**config.mk**
```make
export PLATFORM = sky130hd
export DESIGN_NAME = keypad_scanner
export DESIGN_NICKNAME = d
export VERILOG_FILES = /design/src/rtl/keypad_pkg.sv /design/src/rtl/keypad_sync.sv /design/src/rtl/keypad_scanner.sv
export SDC_FILE = /design/constraint.sdc
export NUM_CORES = 1
export LEC_CHECK = 0
export CORE_ASPECT_RATIO = 1.4
export CORE_MARGIN = 2
export CORE_UTILIZATION = 60
export CTS_BUF_LIST = sky130_fd_sc_hd__clkbuf_2 sky130_fd_sc_hd__clkbuf_4 sky130_fd_sc_hd__clkbuf_8
export CTS_CLUSTER_SIZE = 25
export DETAILED_ROUTE_END_ITERATION = 7
export GPL_TIMING_DRIVEN = 0
export PLACE_DENSITY_LB_ADDON = 0.2
export SYNTH_ARGS = -nofsm -noshare
export SYNTH_HDL_FRONTEND = slang
export SYNTH_HIERARCHICAL = 1
export SYNTH_SLANG_ARGS = --single-unit
```
**constraint.sdc**
```tcl
create_clock -name clk -period 2.3 [get_ports clk]
set_clock_uncertainty 0.05 [all_clocks]
set_input_delay 0.46 -clock clk [delete_from_list [all_inputs] [get_ports clk]]
set_output_delay 0.46 -clock clk [all_outputs]
set_load 0.01 [all_outputs]
```
**src/rtl/keypad_pkg.sv**
```systemverilog
// Shared types, constants and helpers for the 4x4 keypad scanner.
package keypad_pkg;

    localparam int unsigned SCAN_DIV_DEF     = 10_000;
    localparam int unsigned DEBOUNCE_CNT_DEF = 100_000;
    localparam int unsigned REPEAT_DELAY_DEF = 5_000_000;
    localparam int unsigned REPEAT_RATE_DEF  = 1_000_000;

    localparam int unsigned ROWS = 4;
    localparam int unsigned COLS = 4;

    typedef logic [1:0] state_t;

    localparam state_t ST_SCAN      = 2'd0;
    localparam state_t ST_DEB_PRESS = 2'd1;
    localparam state_t ST_HELD      = 2'd2;
    localparam state_t ST_DEB_REL   = 2'd3;

    // Nibble i holds the hex code for key {r,c} = i; '*' -> E, '#' -> F.
    localparam logic [63:0] KEY_MAP = 64'hDF0E_C987_B654_A321;

    typedef struct packed {
        logic       valid;
        logic [1:0] idx;
    } row_hit_t;

    function automatic logic [3:0] key_lookup(input logic [1:0] r, input logic [1:0] c);
        logic [5:0] base;
        base = {r, c, 2'b00};
        return KEY_MAP[base +: 4];
    endfunction

    // Exactly one row low is a candidate key; none or several low is ignored.
    function automatic row_hit_t decode_row(input logic [3:0] rows);
        row_hit_t hit;
        hit = '0;
        case (rows)
            4'b1110: hit = '{valid: 1'b1, idx: 2'd0};
            4'b1101: hit = '{valid: 1'b1, idx: 2'd1};
            4'b1011: hit = '{valid: 1'b1, idx: 2'd2};
            4'b0111: hit = '{valid: 1'b1, idx: 2'd3};
            default: hit = '0;
        endcase
        return hit;
    endfunction

endpackage

```
**src/rtl/keypad_sync.sv**
```systemverilog
// Two-flop synchronizer for the asynchronous, pulled-up keypad rows.
module keypad_sync (
    input  logic       clk,
    input  logic       rst_n,
    input  logic [3:0] d,
    output logic [3:0] q
);

    logic [3:0] meta;

    always_ff @(posedge clk) begin
        if (!rst_n) begin
            meta <= 4'b1111;
            q    <= 4'b1111;
        end else begin
            meta <= d;
            q    <= meta;
        end
    end

endmodule

```
**src/rtl/keypad_scanner.sv**
```systemverilog
// 4x4 keypad scan FSM with press/release debounce and a one-cycle key strobe.
// Optional auto-repeat while a key is held: define KEYPAD_AUTOREPEAT_EN.
module keypad_scanner
    import keypad_pkg::*;
#(
    parameter int unsigned SCAN_DIV     = SCAN_DIV_DEF,
    parameter int unsigned DEBOUNCE_CNT = DEBOUNCE_CNT_DEF,
    parameter int unsigned REPEAT_DELAY = REPEAT_DELAY_DEF,
    parameter int unsigned REPEAT_RATE  = REPEAT_RATE_DEF
) (
    input  logic       clk,
    input  logic       rst_n,
    input  logic       ena,
    input  logic [3:0] row_in,
    output logic [3:0] col_out,
    output logic [3:0] key_code,
    output logic       key_valid,
    output logic       key_held
);

    localparam int unsigned DIV_W = $clog2(SCAN_DIV);
    localparam int unsigned DEB_W = $clog2(DEBOUNCE_CNT + 1);

    if (SCAN_DIV < 4 || DEBOUNCE_CNT < 2 || REPEAT_DELAY < 1 || REPEAT_RATE < 1) begin : g_param_err
        $error("keypad_scanner: parameter out of range");
    end

    logic [3:0]       rows_s;
    state_t           state_q, state_d;
    logic [1:0]       c_q, c_d;
    logic [1:0]       row_q, row_d;
    logic [DIV_W-1:0] div_q, div_d;
    logic [DEB_W-1:0] deb_q, deb_d;
    logic [3:0]       col_out_d;
    logic [3:0]       key_code_d;
    logic             key_valid_d;
    logic             key_held_d;
    logic             rep_fire;

    keypad_sync u_sync (
        .clk   (clk),
        .rst_n (rst_n),
        .d     (row_in),
        .q     (rows_s)
    );

`ifdef KEYPAD_AUTOREPEAT_EN
    localparam int unsigned REP_MAX = (REPEAT_DELAY > REPEAT_RATE) ? REPEAT_DELAY : REPEAT_RATE;
    localparam int unsigned REP_W   = $clog2(REP_MAX + 1);

    logic [REP_W-1:0] rep_q;
    logic [REP_W-1:0] rep_lim;
    logic             rep_phase_q;

    // First repeat waits REPEAT_DELAY, later ones REPEAT_RATE.
    assign rep_lim  = rep_phase_q ? REP_W'(REPEAT_RATE - 1) : REP_W'(REPEAT_DELAY - 1);
    assign rep_fire = ena && (state_q == ST_HELD) && (rows_s != 4'b1111) && (rep_q >= rep_lim);

    // Repeat timer: runs in HELD, frozen in DEB_REL, cleared elsewhere.
    always_ff @(posedge clk) begin
        if (!rst_n || !ena) begin
            rep_q       <= '0;
            rep_phase_q <= 1'b0;
        end else if (state_q != ST_HELD && state_q != ST_DEB_REL) begin
            rep_q       <= '0;
            rep_phase_q <= 1'b0;
        end else if (rep_fire) begin
            rep_q       <= '0;
            rep_phase_q <= 1'b1;
        end else if (state_q == ST_HELD && rows_s != 4'b1111 && rep_q != REP_W'(REP_MAX)) begin
            rep_q <= rep_q + REP_W'(1);
        end
    end
`else
    assign rep_fire = 1'b0;
`endif

    // State and registered outputs.
    always_ff @(posedge clk) begin
        if (!rst_n) begin
            state_q   <= ST_SCAN;
            c_q       <= 2'd0;
            row_q     <= 2'd0;
            div_q     <= '0;
            deb_q     <= '0;
            col_out   <= 4'b1110;
            key_code  <= 4'h0;
            key_valid <= 1'b0;
            key_held  <= 1'b0;
        end else begin
            state_q   <= state_d;
            c_q       <= c_d;
            row_q     <= row_d;
            div_q     <= div_d;
            deb_q     <= deb_d;
            col_out   <= col_out_d;
            key_code  <= key_code_d;
            key_valid <= key_valid_d;
            key_held  <= key_held_d;
        end
    end

    // Next-state and output decode.
    always_comb begin
        logic             sample_pt;
        logic             deb_last;
        logic [DEB_W-1:0] deb_inc;
        logic [3:0]       row_mask;
        row_hit_t         hit;

        state_d     = state_q;
        c_d         = c_q;
        row_d       = row_q;
        div_d       = div_q;
        deb_d       = deb_q;
        key_code_d  = key_code;
        key_valid_d = 1'b0;
        key_held_d  = 1'b0;
        col_out_d   = col_out;

        sample_pt = (div_q == DIV_W'(SCAN_DIV - 1));
        deb_last  = (deb_q == DEB_W'(DEBOUNCE_CNT - 1));
        deb_inc   = (deb_q == DEB_W'(DEBOUNCE_CNT)) ? deb_q : deb_q + DEB_W'(1);
        row_mask  = ~(4'b0001 << row_q);
        hit       = decode_row(rows_s);

        case (state_q)
            ST_SCAN: begin
                div_d = sample_pt ? '0 : div_q + DIV_W'(1);
                if (sample_pt) begin
                    if (hit.valid) begin
                        state_d = ST_DEB_PRESS;
                        row_d   = hit.idx;
                        deb_d   = '0;
                    end else begin
                        c_d = c_q + 2'd1;
                    end
                end
            end
            ST_DEB_PRESS: begin
                div_d = '0;
                if (rows_s == row_mask) begin
                    if (deb_last) begin
                        state_d     = ST_HELD;
                        key_code_d  = key_lookup(row_q, c_q);
                        key_valid_d = 1'b1;
                        deb_d       = '0;
                    end else begin
                        deb_d = deb_inc;
                    end
                end else begin
                    state_d = ST_SCAN;
                    deb_d   = '0;
                end
            end
            ST_HELD: begin
                div_d = '0;
                if (rows_s == 4'b1111) begin
                    state_d = ST_DEB_REL;
                    deb_d   = '0;
                end else if (rep_fire) begin
                    key_valid_d = 1'b1;
                end
            end
            ST_DEB_REL: begin
                div_d = '0;
                if (rows_s == 4'b1111) begin
                    if (deb_last) begin
                        state_d = ST_SCAN;
                        c_d     = c_q + 2'd1;
                        deb_d   = '0;
                    end else begin
                        deb_d = deb_inc;
                    end
                end else begin
                    state_d = ST_HELD;
                    deb_d   = '0;
                end
            end
            default: begin
                state_d = ST_SCAN;
                div_d   = '0;
                deb_d   = '0;
            end
        endcase

        // Disable parks the scanner on column 0 but keeps the last key code.
        if (!ena) begin
            state_d     = ST_SCAN;
            c_d         = 2'd0;
            div_d       = '0;
            deb_d       = '0;
            key_valid_d = 1'b0;
        end

        key_held_d = (state_d == ST_HELD) || (state_d == ST_DEB_REL);
        col_out_d  = ~(4'b0001 << c_d);
    end

endmodule

```
**Yosys cells after proc, flatten, opt, wreduce, memory -nomap -nowiden**

Cells that the tools add are included.

- Bitwise logic cells: 2
- Muxes and demuxes: 27
- Eq/ne operators: 17
- Reduce and logical (&&, ||, !) cells: 8
- Add/subtract/negate cells: 3
- Shift-type cells: 3

Operator list:

| operator | count |
|---|---|
| 17-bit 2-to-1 mux | 7 |
| 17-bit one-hot mux with 4 select lines | 1 |
| 64-bit by 7-bit variable part select with 4-bit output, first input constant | 1 |
| 17-bit == test, second input constant | 2 |
| 14-bit one-hot mux with 2 select lines | 1 |
| 2-bit 2-to-1 mux | 13 |
| 17-bit by 1-bit adder with 17-bit output, second input constant | 1 |
| 4-bit == test, second input constant | 4 |
| 14-bit by 1-bit adder with 14-bit output, second input constant | 1 |
| 14-bit == test, second input constant | 1 |
| 14-bit 2-to-1 mux | 1 |
| 3-bit one-hot mux with 4 select lines | 1 |
| 3-bit AND reduction | 3 |
| 2-bit == test, second input constant | 4 |
| 4-bit NOT | 2 |
| 2-bit one-hot mux with 4 select lines | 1 |
| 1-bit by 2-bit left shift with 4-bit output, first input constant | 2 |
| 2-bit inequality test, second input constant | 3 |
| 4-bit by 3-bit == test with 1-bit output, second input constant | 1 |
| 4-bit == test | 1 |
| 2-bit one-hot mux with 2 select lines | 1 |
| 4-bit AND reduction | 1 |
| 3-bit OR reduction | 1 |
| 2-bit by 1-bit adder with 2-bit output, second input constant | 1 |
| other kinds (5) | 5 |

- Flip-flop bits (word level): 55
- Output and inout port bits: 10
- Word-level logic and storage cells: 71
- Input port bits: 7

**Logic depth before layout (Yosys ltp)**

- Word-level depth: 8
- Depth in mapped cells: 8
- Gate-level depth less buffers: 7

**Modules after synthesis**

The synthesis kept the hierarchy.

Modules (own cells, without submodules):

| module | sequential area each (µm²) | cells each | area each (µm²) | times used |
|---|---|---|---|---|
| keypad_scanner | 940.9 | 302 | 2628.8 | 1 |
| keypad_sync | 160.2 | 16 | 210.2 | 1 |

**Worst setup path after synthesis**

OpenSTA, ideal clock, no wires.

- Path type: register to register
- Start point: reg div_q[0]
- End point: reg deb_q[11]
- Setup time: 0.074 ns
- Stages on the path, launching flop included: 8
- Slack: 0.230 ns
- Required time: 2.176 ns
- Clock period less this slack: 2.070 ns
- Path buffers: 0
- Arrival time: 1.946 ns
- Cell sequence: dfxtp_1 -> ha_1 -> and4_1 -> nand4_2 -> o21ai_2 -> nand4_1 -> or4b_1 -> a31oi_1

- Longest elaborated chain between the ends: 3

RTL lines:

| item | RTL line | RTL |
|---|---|---|
| start, declared | keypad_scanner.sv:32 | `logic [DIV_W-1:0] div_q, div_d;` |
| start signal, assigned | keypad_scanner.sv:94 | `div_q <= div_d;` |
| 14-bit == test | keypad_scanner.sv:121 | `sample_pt = (div_q == DIV_W'(SCAN_DIV - 1));` |
| 2-bit inequality test (no line) | -- |  |
| 3-bit AND reduction (no line) | -- |  |
| end signal, assigned | keypad_scanner.sv:85 | `deb_q <= '0;` |
| end signal, assigned | keypad_scanner.sv:95 | `deb_q <= deb_d;` |
| end, declared | keypad_scanner.sv:33 | `logic [DEB_W-1:0] deb_q, deb_d;` |

No other way between the ends.
A chain may end at the register's enable or synchronous reset.

**Final worst setup path**

- Start point: reg state_q[0]
- End point: reg deb_q[11]

- Longest elaborated chain between the ends: 3
- Elaborated cells on any way between the ends: 9
- Those cells by class: eq/ne (6); mux (1); reduce/logical (2)

RTL lines:

| item | RTL line | RTL |
|---|---|---|
| start, declared | keypad_scanner.sv:29 | `state_t state_q, state_d;` |
| start signal, assigned | keypad_scanner.sv:91 | `state_q <= state_d;` |
| 2-bit == test / 2-bit zero test (equally long branches) | keypad_scanner.sv:127 | `case (state_q)` |
| 2-bit inequality test (no line) | -- |  |
| 3-bit AND reduction (no line) | -- |  |

Several ways; a longest one is shown, not always the timed one.

==> metrics.txt <==
final wirelength=5480 um; setup ws final=roughly 120 ps; min-delay worst type=register to register; Avg Inst Size Synth=8.93 sq um; Final period util=94.9%; worst vdd ir=between 300 and 400 uV; gp weighted congestion=around 0.87; die area=5310 sq um; area of the multi-input gates=around 1700 sq um; Post-CTS Hold Buffers=0; number of flops mapped to enable cells by yosys=0; Final ANT Viol Nets=0; Pwr Total=approximately 1.7 mW; fin crit period=approximately 2200 ps; placed cells=around 400; Post-Synthesis Cells=318; largest net degree at the start of global routing=19; CP Launch Type=register; Vias/cell=5.79; Worst Path Max Fanout=6; CTS Buffer Depth=2; hold_sp=u_sync/meta[3]; drt wl/cell=13.3 um; top cells by area, synth=dfxtp_1 39%, xor2_1 5.6%, ha_1 5.3%, nor2_1 5.0%, nand2_1 3.7%; post-synthesis cell area=about 2800 sq um; worst slew pin tran=526 ps; # IOs=17; Distinct cells, synth=between 50 and 60; grt total ovfl=0; Iter 0 DRT Violations=96; Nets=367; flops & latches, synth=55; layout cells sized above 1=between 10% and 20%; post-synthesis net count=337; die height=~85 um; Num CTS Buffers=5; CP startpoint=state_q[0]; setup_tns=0 ps; Seq/Total Area, Yosys=38.8%; vias in the first global route=between 2,000 and 2,500; Synth top area share=roughly two fifths; Fill cells=around 350; PortBufs=16; clock sinks=between 50 and 60; area leader, netlist=dfxtp_1; area grow syn2layout=16.5%; Core Box Area=about 4500 sq um; vias after detailed routing=roughly 2,400; f_max=0.458 GHz; Setup WS pre-CTS=-413 ps; insertion delay to the later sink of the worst-skew pair=between 300 and 400 ps; max-slew violations=0; Crit. End Element=register; # DRC=0; leakage power=1.19 nW; row count=29; async set-reset flop share out of synthesis=0%; Die X=62.1 um; Storage cell area=1100 sq um; Layout Cells excl Fill=411; worst r2r src=state_q[0]; DR pass1 iterations=4; final setup vio count=0; CP required=2490 ps; antenna diode count=0; Pwr per Cell Area=507 nW/um^2; Starting Density=a little over three fifths; Max Cap Viol=0; Syn. warnings=6; top_reg_cell synth=dfxtp_1; status=completed; H-tree depth=2; initial antenna violation count=0; Slew HR=between 60% and 70%; count of final hold-check violations=0; CTS tree=built; clk slew on worst S/H paths=approximately 100 ps; first-pass GRT wire length=just under 10,000 um; CTS root buf=clkbuf_8; kind of critical path=register to register; arrival time worst endpoint=between 2000 and 2500 ps; GRT Total Usage=between 20% and 30%; utilization after layout=between 70% and 80%; dpl hpwl=3930 um
-- critical path, stage by stage, from the launching register on --
cell and delay (ps):
dfxtp_1 400, inv_1 90, ha_1 300, a2111oi_4 410, nand4_1 180, or4b_4 530
a31oi_1 160
-- cell usage in the layout, fill, tap and decap left out, types with 4 or more instances in the layout --
cell type and count:
a21oi_1 4, a31oi_1 4, and3_1 13, and4_1 5, buf_4 7, clkbuf_8 5, clkdlybuf4s50_1 15, dfxtp_1 53
ha_1 11, inv_1 9, mux2i_1 8, nand2_1 28, nand2b_1 10, nand3_1 13, nand4_1 12, nor2_1 38
nor2b_1 5, nor3_1 5, nor4bb_1 4, o21ai_0 8, or3_1 4, xnor2_1 8, xor2_1 18
-- synth_stat cells, types with 4 or more instances --
cell       n
clkbuf_1   5
mux2i_1    8
nand4_1   12
nand2_1   28
nor3_1     5
nor4bb_1   4
a31oi_1    4
and3_1    13
and4_1     5
nand3_1   13
a21oi_1    4
xor2_1    18
nor2_1    38
or3_1      4
xnor2_1    8
nand2b_1  10
nor2b_1    5
dfxtp_1   55
o21ai_0    8
ha_1      12
inv_1      9
-- cells by family after synthesis --
logic type,count (synthesis),share of synthesized area [%]
AOI/OAI and AO/OA,41,11.1
xor gates and xnor gates,26,8.02
adders and majority gates,12,5.29
buffers and inverters,19,3.26
DFF,55,38.8
muxes,8,2.82
and+or+nand+nor,157,30.7
-- worst paths after layout --
| check | end | slack [ps] | cells after the start |
|---|---|---|---|
| worst max-delay path | deb_q[11] | 120 | 6 |
| worst min-delay path | u_sync/q[3] | 360 | 1 |
| worst max register to register | deb_q[11] | 120 | 6 |
| worst min register to register | u_sync/q[3] | 360 | 1 |
-- what timing repair did --
item,in CTS,in global routing
pin swaps,1,6
setup buffers,2,5
resized for setup,6,10
setup endpoints to repair,25,20
-- final cells by class --
cell class / count / share of cell area [%]
clock inverters: 3 / 1.40
multi-input cells: 244 / 51.4
inverters: 9 / 1.02
plain buffers: 10 / 1.97
clock buffers: 5 / 2.08
flip-flops and latches: 55 / 33.4
well taps: 62 / 2.34
repair buffers: 23 / 6.39
-- power by group --
| part | switching, mW | internal (mW) | total [mW] |
|---|---|---|---|
| logic | 0.0377 | 0.0313 | 0.0690 |
| clock network | 0.314 | 0.328 | 0.642 |
| registers | 0.00507 | 0.960 | 0.965 |
| total | 0.357 | 1.32 | 1.68 |
-- state kept, by name, summed over array words and instances, names as in the netlist --
name / cells
key_held: 1
row_q: 2
deb_q: 17
state_q: 2
u_sync/q: 4
key_valid: 1
key_code: 4
u_sync/meta: 4
col_out: 4
div_q: 14
c_q: 2
-- through the flow --
step                      area, sq um  hold WS (ps)
after detailed placement         3080           342
after global placement           3080           338
after global routing             3310           393
final                            3310           362
after CTS                        3230           366
after floorplan                  2840           336
-- routing by layer --
layer | up-vias | GRT usage, % | wire, um
met5 | - | 0 | 0
met4 | 0 | 8.89 | 112
met3 | 12 | 3.32 | 187
met2 | 54 | 41.4 | 2820
met1 | 1114 | 24.7 | 2360
li1 | 1200 | - | -
(Power assumes the default switching activity.)
